--- src/rtl/llc_cmd_sched.sv ---
// rtl/llc_cmd_sched.sv - three-requester command scheduler in front of the LLC model
// One holding register per requester, priority mnt > snp > cpu with snoop-streak relief.
module llc_cmd_sched #(
    parameter int MAX_SNOOP_STREAK = 4,
    parameter int TIMEOUT          = 16,
    parameter int CNT_W            = 16
) (
    input  logic             clk,
    input  logic             reset,
    input  logic             cpu_valid,
    output logic             cpu_ready,
    input  logic [3:0]       cpu_op,
    input  logic [31:0]      cpu_addr,
    input  logic             snp_valid,
    output logic             snp_ready,
    input  logic [3:0]       snp_op,
    input  logic [31:0]      snp_addr,
    input  logic             mnt_valid,
    output logic             mnt_ready,
    input  logic [3:0]       mnt_op,
    output logic             llc_req,
    output logic [3:0]       llc_op,
    output logic [31:0]      llc_addr,
    input  logic             llc_done,
    output logic [1:0]       grant_src,
    output logic             busy,
    output logic             illegal_op,
    output logic             timeout_err,
    output logic [CNT_W-1:0] cpu_grants,
    output logic [CNT_W-1:0] snp_grants
);
    localparam int SW = $clog2(MAX_SNOOP_STREAK + 1);
    localparam int TW = (TIMEOUT > 1) ? $clog2(TIMEOUT) : 1;

    localparam logic [1:0] S_IDLE  = 2'd0;
    localparam logic [1:0] S_ISSUE = 2'd1;
    localparam logic [1:0] S_WAIT  = 2'd2;

    logic [1:0]       state_q, state_d;
    logic             cpu_v_q, cpu_v_d, snp_v_q, snp_v_d, mnt_v_q, mnt_v_d;
    logic [3:0]       cpu_op_q, cpu_op_d, snp_op_q, snp_op_d, mnt_op_q, mnt_op_d;
    logic [31:0]      cpu_addr_q, cpu_addr_d, snp_addr_q, snp_addr_d;
    logic [3:0]       op_q, op_d;
    logic [31:0]      addr_q, addr_d;
    logic [1:0]       src_q, src_d;
    logic             ill_q, ill_d, terr_q, terr_d;
    logic [CNT_W-1:0] cpu_cnt_q, cpu_cnt_d, snp_cnt_q, snp_cnt_d;
    logic [SW-1:0]    streak_q, streak_d;
    logic [TW-1:0]    tmo_q, tmo_d;

    logic cpu_acc, snp_acc, mnt_acc;
    logic cpu_legal, snp_legal, mnt_legal;
    logic gnt_mnt, gnt_snp, gnt_cpu, streak_full;

    assign cpu_ready = ~cpu_v_q;
    assign snp_ready = ~snp_v_q;
    assign mnt_ready = ~mnt_v_q;

    assign cpu_acc = cpu_valid && !cpu_v_q;
    assign snp_acc = snp_valid && !snp_v_q;
    assign mnt_acc = mnt_valid && !mnt_v_q;

    assign cpu_legal = (cpu_op <= 4'd2);
    assign snp_legal = (snp_op >= 4'd3) && (snp_op <= 4'd6);
    assign mnt_legal = (mnt_op == 4'd8) || (mnt_op == 4'd9);

    // A full streak hands the slot to a waiting cpu command; maintenance still wins.
    assign streak_full = (streak_q == SW'(MAX_SNOOP_STREAK));
    assign gnt_mnt = mnt_v_q;
    assign gnt_snp = !mnt_v_q && snp_v_q && !(streak_full && cpu_v_q);
    assign gnt_cpu = !mnt_v_q && !gnt_snp && cpu_v_q;

    always_comb begin
        state_d    = state_q;
        cpu_v_d    = cpu_v_q;
        snp_v_d    = snp_v_q;
        mnt_v_d    = mnt_v_q;
        cpu_op_d   = cpu_op_q;
        snp_op_d   = snp_op_q;
        mnt_op_d   = mnt_op_q;
        cpu_addr_d = cpu_addr_q;
        snp_addr_d = snp_addr_q;
        op_d       = op_q;
        addr_d     = addr_q;
        src_d      = src_q;
        terr_d     = terr_q;
        cpu_cnt_d  = cpu_cnt_q;
        snp_cnt_d  = snp_cnt_q;
        streak_d   = streak_q;
        tmo_d      = tmo_q;
        ill_d      = (cpu_acc && !cpu_legal) || (snp_acc && !snp_legal) || (mnt_acc && !mnt_legal);

        if (cpu_acc && cpu_legal) begin
            cpu_v_d    = 1'b1;
            cpu_op_d   = cpu_op;
            cpu_addr_d = cpu_addr;
        end
        if (snp_acc && snp_legal) begin
            snp_v_d    = 1'b1;
            snp_op_d   = snp_op;
            snp_addr_d = snp_addr;
        end
        if (mnt_acc && mnt_legal) begin
            mnt_v_d  = 1'b1;
            mnt_op_d = mnt_op;
        end

        case (state_q)
            S_IDLE: begin
                if (gnt_mnt) begin
                    state_d = S_ISSUE;
                    mnt_v_d = 1'b0;
                    op_d    = mnt_op_q;
                    addr_d  = 32'd0;
                    src_d   = 2'd3;
                    if (mnt_op_q == 4'd8) begin
                        cpu_cnt_d = '0;
                        snp_cnt_d = '0;
                        terr_d    = 1'b0;
                        streak_d  = '0;
                    end else if (!cpu_v_q) begin
                        streak_d = '0;
                    end
                end else if (gnt_snp) begin
                    state_d = S_ISSUE;
                    snp_v_d = 1'b0;
                    op_d    = snp_op_q;
                    addr_d  = snp_addr_q;
                    src_d   = 2'd2;
                    if (snp_cnt_q != '1) snp_cnt_d = snp_cnt_q + CNT_W'(1);
                    if (!cpu_v_q) streak_d = '0;
                    else if (!streak_full) streak_d = streak_q + SW'(1);
                end else if (gnt_cpu) begin
                    state_d  = S_ISSUE;
                    cpu_v_d  = 1'b0;
                    op_d     = cpu_op_q;
                    addr_d   = cpu_addr_q;
                    src_d    = 2'd1;
                    streak_d = '0;
                    if (cpu_cnt_q != '1) cpu_cnt_d = cpu_cnt_q + CNT_W'(1);
                end
            end
            S_ISSUE: begin
                tmo_d   = '0;
                state_d = llc_done ? S_IDLE : S_WAIT;
            end
            S_WAIT: begin
                if (llc_done) begin
                    state_d = S_IDLE;
                end else if (tmo_q == TW'(TIMEOUT - 1)) begin
                    state_d = S_IDLE;
                    terr_d  = 1'b1;
                end else begin
                    tmo_d = tmo_q + TW'(1);
                end
            end
            default: state_d = S_IDLE;
        endcase
    end

    always_ff @(posedge clk or negedge reset) begin
        if (!reset) begin
            state_q    <= S_IDLE;
            cpu_v_q    <= 1'b0;
            snp_v_q    <= 1'b0;
            mnt_v_q    <= 1'b0;
            cpu_op_q   <= '0;
            snp_op_q   <= '0;
            mnt_op_q   <= '0;
            cpu_addr_q <= '0;
            snp_addr_q <= '0;
            op_q       <= '0;
            addr_q     <= '0;
            src_q      <= '0;
            ill_q      <= 1'b0;
            terr_q     <= 1'b0;
            cpu_cnt_q  <= '0;
            snp_cnt_q  <= '0;
            streak_q   <= '0;
            tmo_q      <= '0;
        end else begin
            state_q    <= state_d;
            cpu_v_q    <= cpu_v_d;
            snp_v_q    <= snp_v_d;
            mnt_v_q    <= mnt_v_d;
            cpu_op_q   <= cpu_op_d;
            snp_op_q   <= snp_op_d;
            mnt_op_q   <= mnt_op_d;
            cpu_addr_q <= cpu_addr_d;
            snp_addr_q <= snp_addr_d;
            op_q       <= op_d;
            addr_q     <= addr_d;
            src_q      <= src_d;
            ill_q      <= ill_d;
            terr_q     <= terr_d;
            cpu_cnt_q  <= cpu_cnt_d;
            snp_cnt_q  <= snp_cnt_d;
            streak_q   <= streak_d;
            tmo_q      <= tmo_d;
        end
    end

    assign llc_req     = (state_q == S_ISSUE);
    assign busy        = (state_q != S_IDLE);
    assign llc_op      = op_q;
    assign llc_addr    = addr_q;
    assign grant_src   = src_q;
    assign illegal_op  = ill_q;
    assign timeout_err = terr_q;
    assign cpu_grants  = cpu_cnt_q;
    assign snp_grants  = snp_cnt_q;
endmodule

--- config.mk ---
export PLATFORM = sky130hd
export DESIGN_NAME = llc_cmd_sched
export DESIGN_NICKNAME = d
export VERILOG_FILES = /design/src/rtl/llc_cmd_sched.sv
export SDC_FILE = /design/constraint.sdc
export NUM_CORES = 1
export LEC_CHECK = 0
export ABC_AREA = 1
export CELL_PAD_IN_SITES_DETAIL_PLACEMENT = 0
export CELL_PAD_IN_SITES_GLOBAL_PLACEMENT = 2
export CORE_AREA = 5 5 165 167
export CTS_CLUSTER_DIAMETER = 80
export DETAILED_ROUTE_END_ITERATION = 10
export DIE_AREA = 0 0 170 172
export GPL_TIMING_DRIVEN = 0
export PLACE_DENSITY = 0.85
export SYNTH_ARGS = -nofsm -noshare
export SYNTH_HDL_FRONTEND = slang
export SYNTH_SLANG_ARGS = --single-unit
--- constraint.sdc ---
create_clock -name clk -period 4.64 [get_ports clk]
set_input_delay 0.928 -clock clk [delete_from_list [all_inputs] [get_ports clk]]
set_output_delay 0.928 -clock clk [all_outputs]
set_load 0.01 [all_outputs]
==> impl_results.md <==
* Wire length reported by the detailed router at about 23 mm
* Final period util at 0.7431
* Top post-synthesis cells by area: sky130_fd_sc_hd__dfrtp_1 (53%), sky130_fd_sc_hd__nand2_1 (18%), sky130_fd_sc_hd__o21ai_0 (3.3%)
* P per Cell Area at 560.6 nW/um^2
* Clock Pin Slew Worst Setup and Hold Paths at ~0.07 ns
* Critical path endpoint category: output pin
* Gate Count Post-Synth at around 900
* Number of antenna-violating nets in the routed design at 0
* Synthesized flop and latch total at 160
* Total count of max-transition violations in the final report at 0
* Syn-to-layout area delta at 34.98%
* Number of setup buffers added after CTS at 0
* Placement row count at a little under 60
* Final HPWL DP at roughly 17 mm
* Insertion delay of the later-clocked pin in the worst-skew pair at between 0.4 and 0.5 ns
* Final Power at roughly 5700 uW
* R2R cell count at 5
* Critical path class: reg -> out
* Class of the worst hold path: in -> async
* Worst-margin pin slew at about 0.83 ns
* Syn Area/Cell at 8.253 um^2
* Placed instance count at approximately 1,400
* Port Buffers at about 160
* Maximum net fanout on the critical path at 10
* Sequential cell area fraction in the yosys report at 0.5325
* Post-Layout Cell Count at 1,437
* Fraction of final layout cells with drive strength greater than 1 at 0.08258
* Synth Warn # at 0
* CP arrival at around 2.5 ns
* Hold violation total from the final report at 0
* DR vias/cell at 4.571
* Root Buffer Master: sky130_fd_sc_hd__clkbuf_16
* Outcome: finished, final reports clean
* Setup tns final at 0 ns
* DR vias at roughly 6,600
* Fraction of synthesized area in multiplexers at 0
* Top flip-flop cell by instance count after synthesis: sky130_fd_sc_hd__dfrtp_1
* Area enclosed by the die boundary at around 29,000 um^2
* Highest attainable clock frequency at 290.0 MHz
* Register-to-Register Setup Slack at roughly 2.6 ns
* Setup clock skew after layout at roughly 0.013 ns
* FF-to-FF Start: gnt_mnt
* TritonCTS clock tree: done
* RSZ-0062 raised after global routing: false
* Number of buffers inserted during clock tree synthesis at 17
* Clk buf depth at 2
* Final std cell area, no fill at just over 10,000 um^2
* Final Setup Violations at 0
* Clk sinks at 160
* Initial Util at 0.2935
* Number of diodes added for antenna fixing at 0
* Core region area at approximately 26,000 um^2
* Post-route minimum period at approximately 3.4 ns
* Post-layout utilization of the core at 0.3962
* Global placer's final weighted congestion at a little over 0.8
* Y dimension of the die at 172 um
* Relative slew margins at 0.4445
* Pin count of the biggest net entering global routing at approximately 110
* Critical Path RT at 3.71 ns
* Count of cell types in the netlist at 35
* Count of flip-flops with a built-in enable after synthesis at 0
* Aggregate global routing overflow at 0
* Fraction of registers with async set or reset after synthesis at 1.000
* Static Leak at ~0.0047 uW
* Wire length per cell at 16.04 um
* Post-synthesis xor/xnor area fraction at 0.01514
* # H-tree levels at 4
* Met2 wirelength from detailed routing at roughly 11 mm
* Detailed-routed wire length on met3 at ~1.2 mm
* Adder and majority cell fraction of the synthesized area at 0.008321
* WL met1 at roughly 11 mm
* First-pass GRT wire length at between 30 and 40 mm
* Reg-to-Reg End: illegal_op
* Netlist area before placement at about 7500 um^2
* Max-cap check violation count at 0
* Post-synth top area share at 0.5325
* Kind of start point of the critical path: flip-flop
* Width of the die at ~170 um
* Vias in the first global route at between 6,000 and 7,000
* Cells resized by post-CTS repair at 0
* Syn nets at between 900 and 1,000
* CTS Hold Bufs at 0
* Most frequent cell after synthesis: sky130_fd_sc_hd__nand2_1
* Synth area leader: sky130_fd_sc_hd__dfrtp_1
* Top-Level Pins at 159
* Iteration-0 DRC count of the detailed router at 419
* Number of antenna violations at the first check in global routing at 0
* Fraction of the mapped netlist area in compound gates at 0.09968
* Highest routed metal layer: met4
* Simple-gate portion of the synthesized area at 0.2787
* Post-route DRC violation count at 0
* Combinational family with the most area after synthesis: simple AND/OR/NAND/NOR gates
* Detailed-routing iteration count for the pre-antenna-repair pass at 4
* Nets@finish at roughly 1,200
* Total track usage at 0.1583
* Most frequent cells after synthesis: sky130_fd_sc_hd__nand2_1 (361), sky130_fd_sc_hd__dfrtp_1 (160), sky130_fd_sc_hd__nor2_1 (64)
* DP Area at roughly 9600 um^2
* Worst IR drop on VDD at 0.2503 mV
[routing by layer]
metal  global-route usage  vias up
li1                     -     3280
met4              0.03785        0
met2               0.2603      127
met3              0.03544       16
met5                    0        -
met1               0.2143     3145
[cell type report]
class                      instances  area [um^2]
clock buffer                      18        429.2
clock inverter                    14        167.7
tap                              335        419.2
sequential                       160         4004
buffer                            38        256.5
multi-input combinational        650         3022
timing repair buffer             159         1614
inverter                          63        236.5
fill                            2618        15470
[report_power, final]
part           internal, uW  leakage (uW)  switching (uW)
Sequential             1870       0.00206             305
Combinational           894       0.00232            1170
Clock                   814      0.000287             635
Total                  3580       0.00466            2110
[how the worst max path moves through the flow]
stage / start / slack, ns / cells past startpoint / to
2_1_floorplan: gnt_mnt / 2.78 / 3 / mnt_ready
3_3_place_gp: reset / -4.42 / 1 / snp_addr_q[17]
3_5_place_dp: gnt_mnt / 1.64 / 4 / mnt_ready
4_1_cts: gnt_mnt / 1.19 / 4 / mnt_ready
5_1_grt: gnt_mnt / 1.17 / 4 / mnt_ready
6_report: gnt_mnt / 1.19 / 4 / mnt_ready
[flip-flops by register name, summed over array words and instances, names as in the netlist, 2 cells and up]
| name | cells |
|---|---|
| cpu_addr_q | 32 |
| cpu_grants | 16 |
| cpu_op_q | 4 |
| grant_src | 2 |
| llc_addr | 32 |
| llc_op | 4 |
| mnt_op_q | 4 |
| snp_addr_q | 32 |
| snp_grants | 16 |
| snp_op_q | 4 |
| state_q | 2 |
| streak_q | 3 |
| tmo_q | 4 |
[placed cells by master, fill, tap and decap left out, drive strengths merged]
master           n
a21oi           10
a22oi           32
buf             30
bufinv           2
clkbuf          28
clkdlybuf4s50  157
clkinv           2
clkinvlp         2
dfrtp          160
ha               5
inv             71
nand2          366
nand3           49
nand3b           2
nand4           12
nor2            69
nor3             6
o211ai           1
o21ai           71
o21bai           4
o22ai            4
o31ai            2
or2              4
xnor2            2
xor2            11
[kinds of logic (layout without fill, tap and decap cells)]
kind of cell | Yosys count | count (layout)
fa+ha+maj | 5 | 5
compound gates | 124 | 124
xor+xnor | 13 | 13
flops | 160 | 160
simple gates | 508 | 508
buf+inv | 101 | 292
[worst max-delay path: stages (launching register included)]
cell                              delay [ns]
sky130_fd_sc_hd__dfrtp_1                0.37
sky130_fd_sc_hd__buf_6                  0.15
sky130_fd_sc_hd__inv_2                  0.22
sky130_fd_sc_hd__buf_1                  0.67
sky130_fd_sc_hd__clkdlybuf4s50_1        0.68
[metrics by stage]
step	setup slack, ns	hold WS (ns)
global route	1.167	0.4304
CTS	1.195	0.4161
detailed placement	1.645	0.4601
global placement	-4.424	0.4547
finish	1.192	0.4057
floorplan	2.781	0.4422
Note: power is estimated with default switching activity, not from simulation.
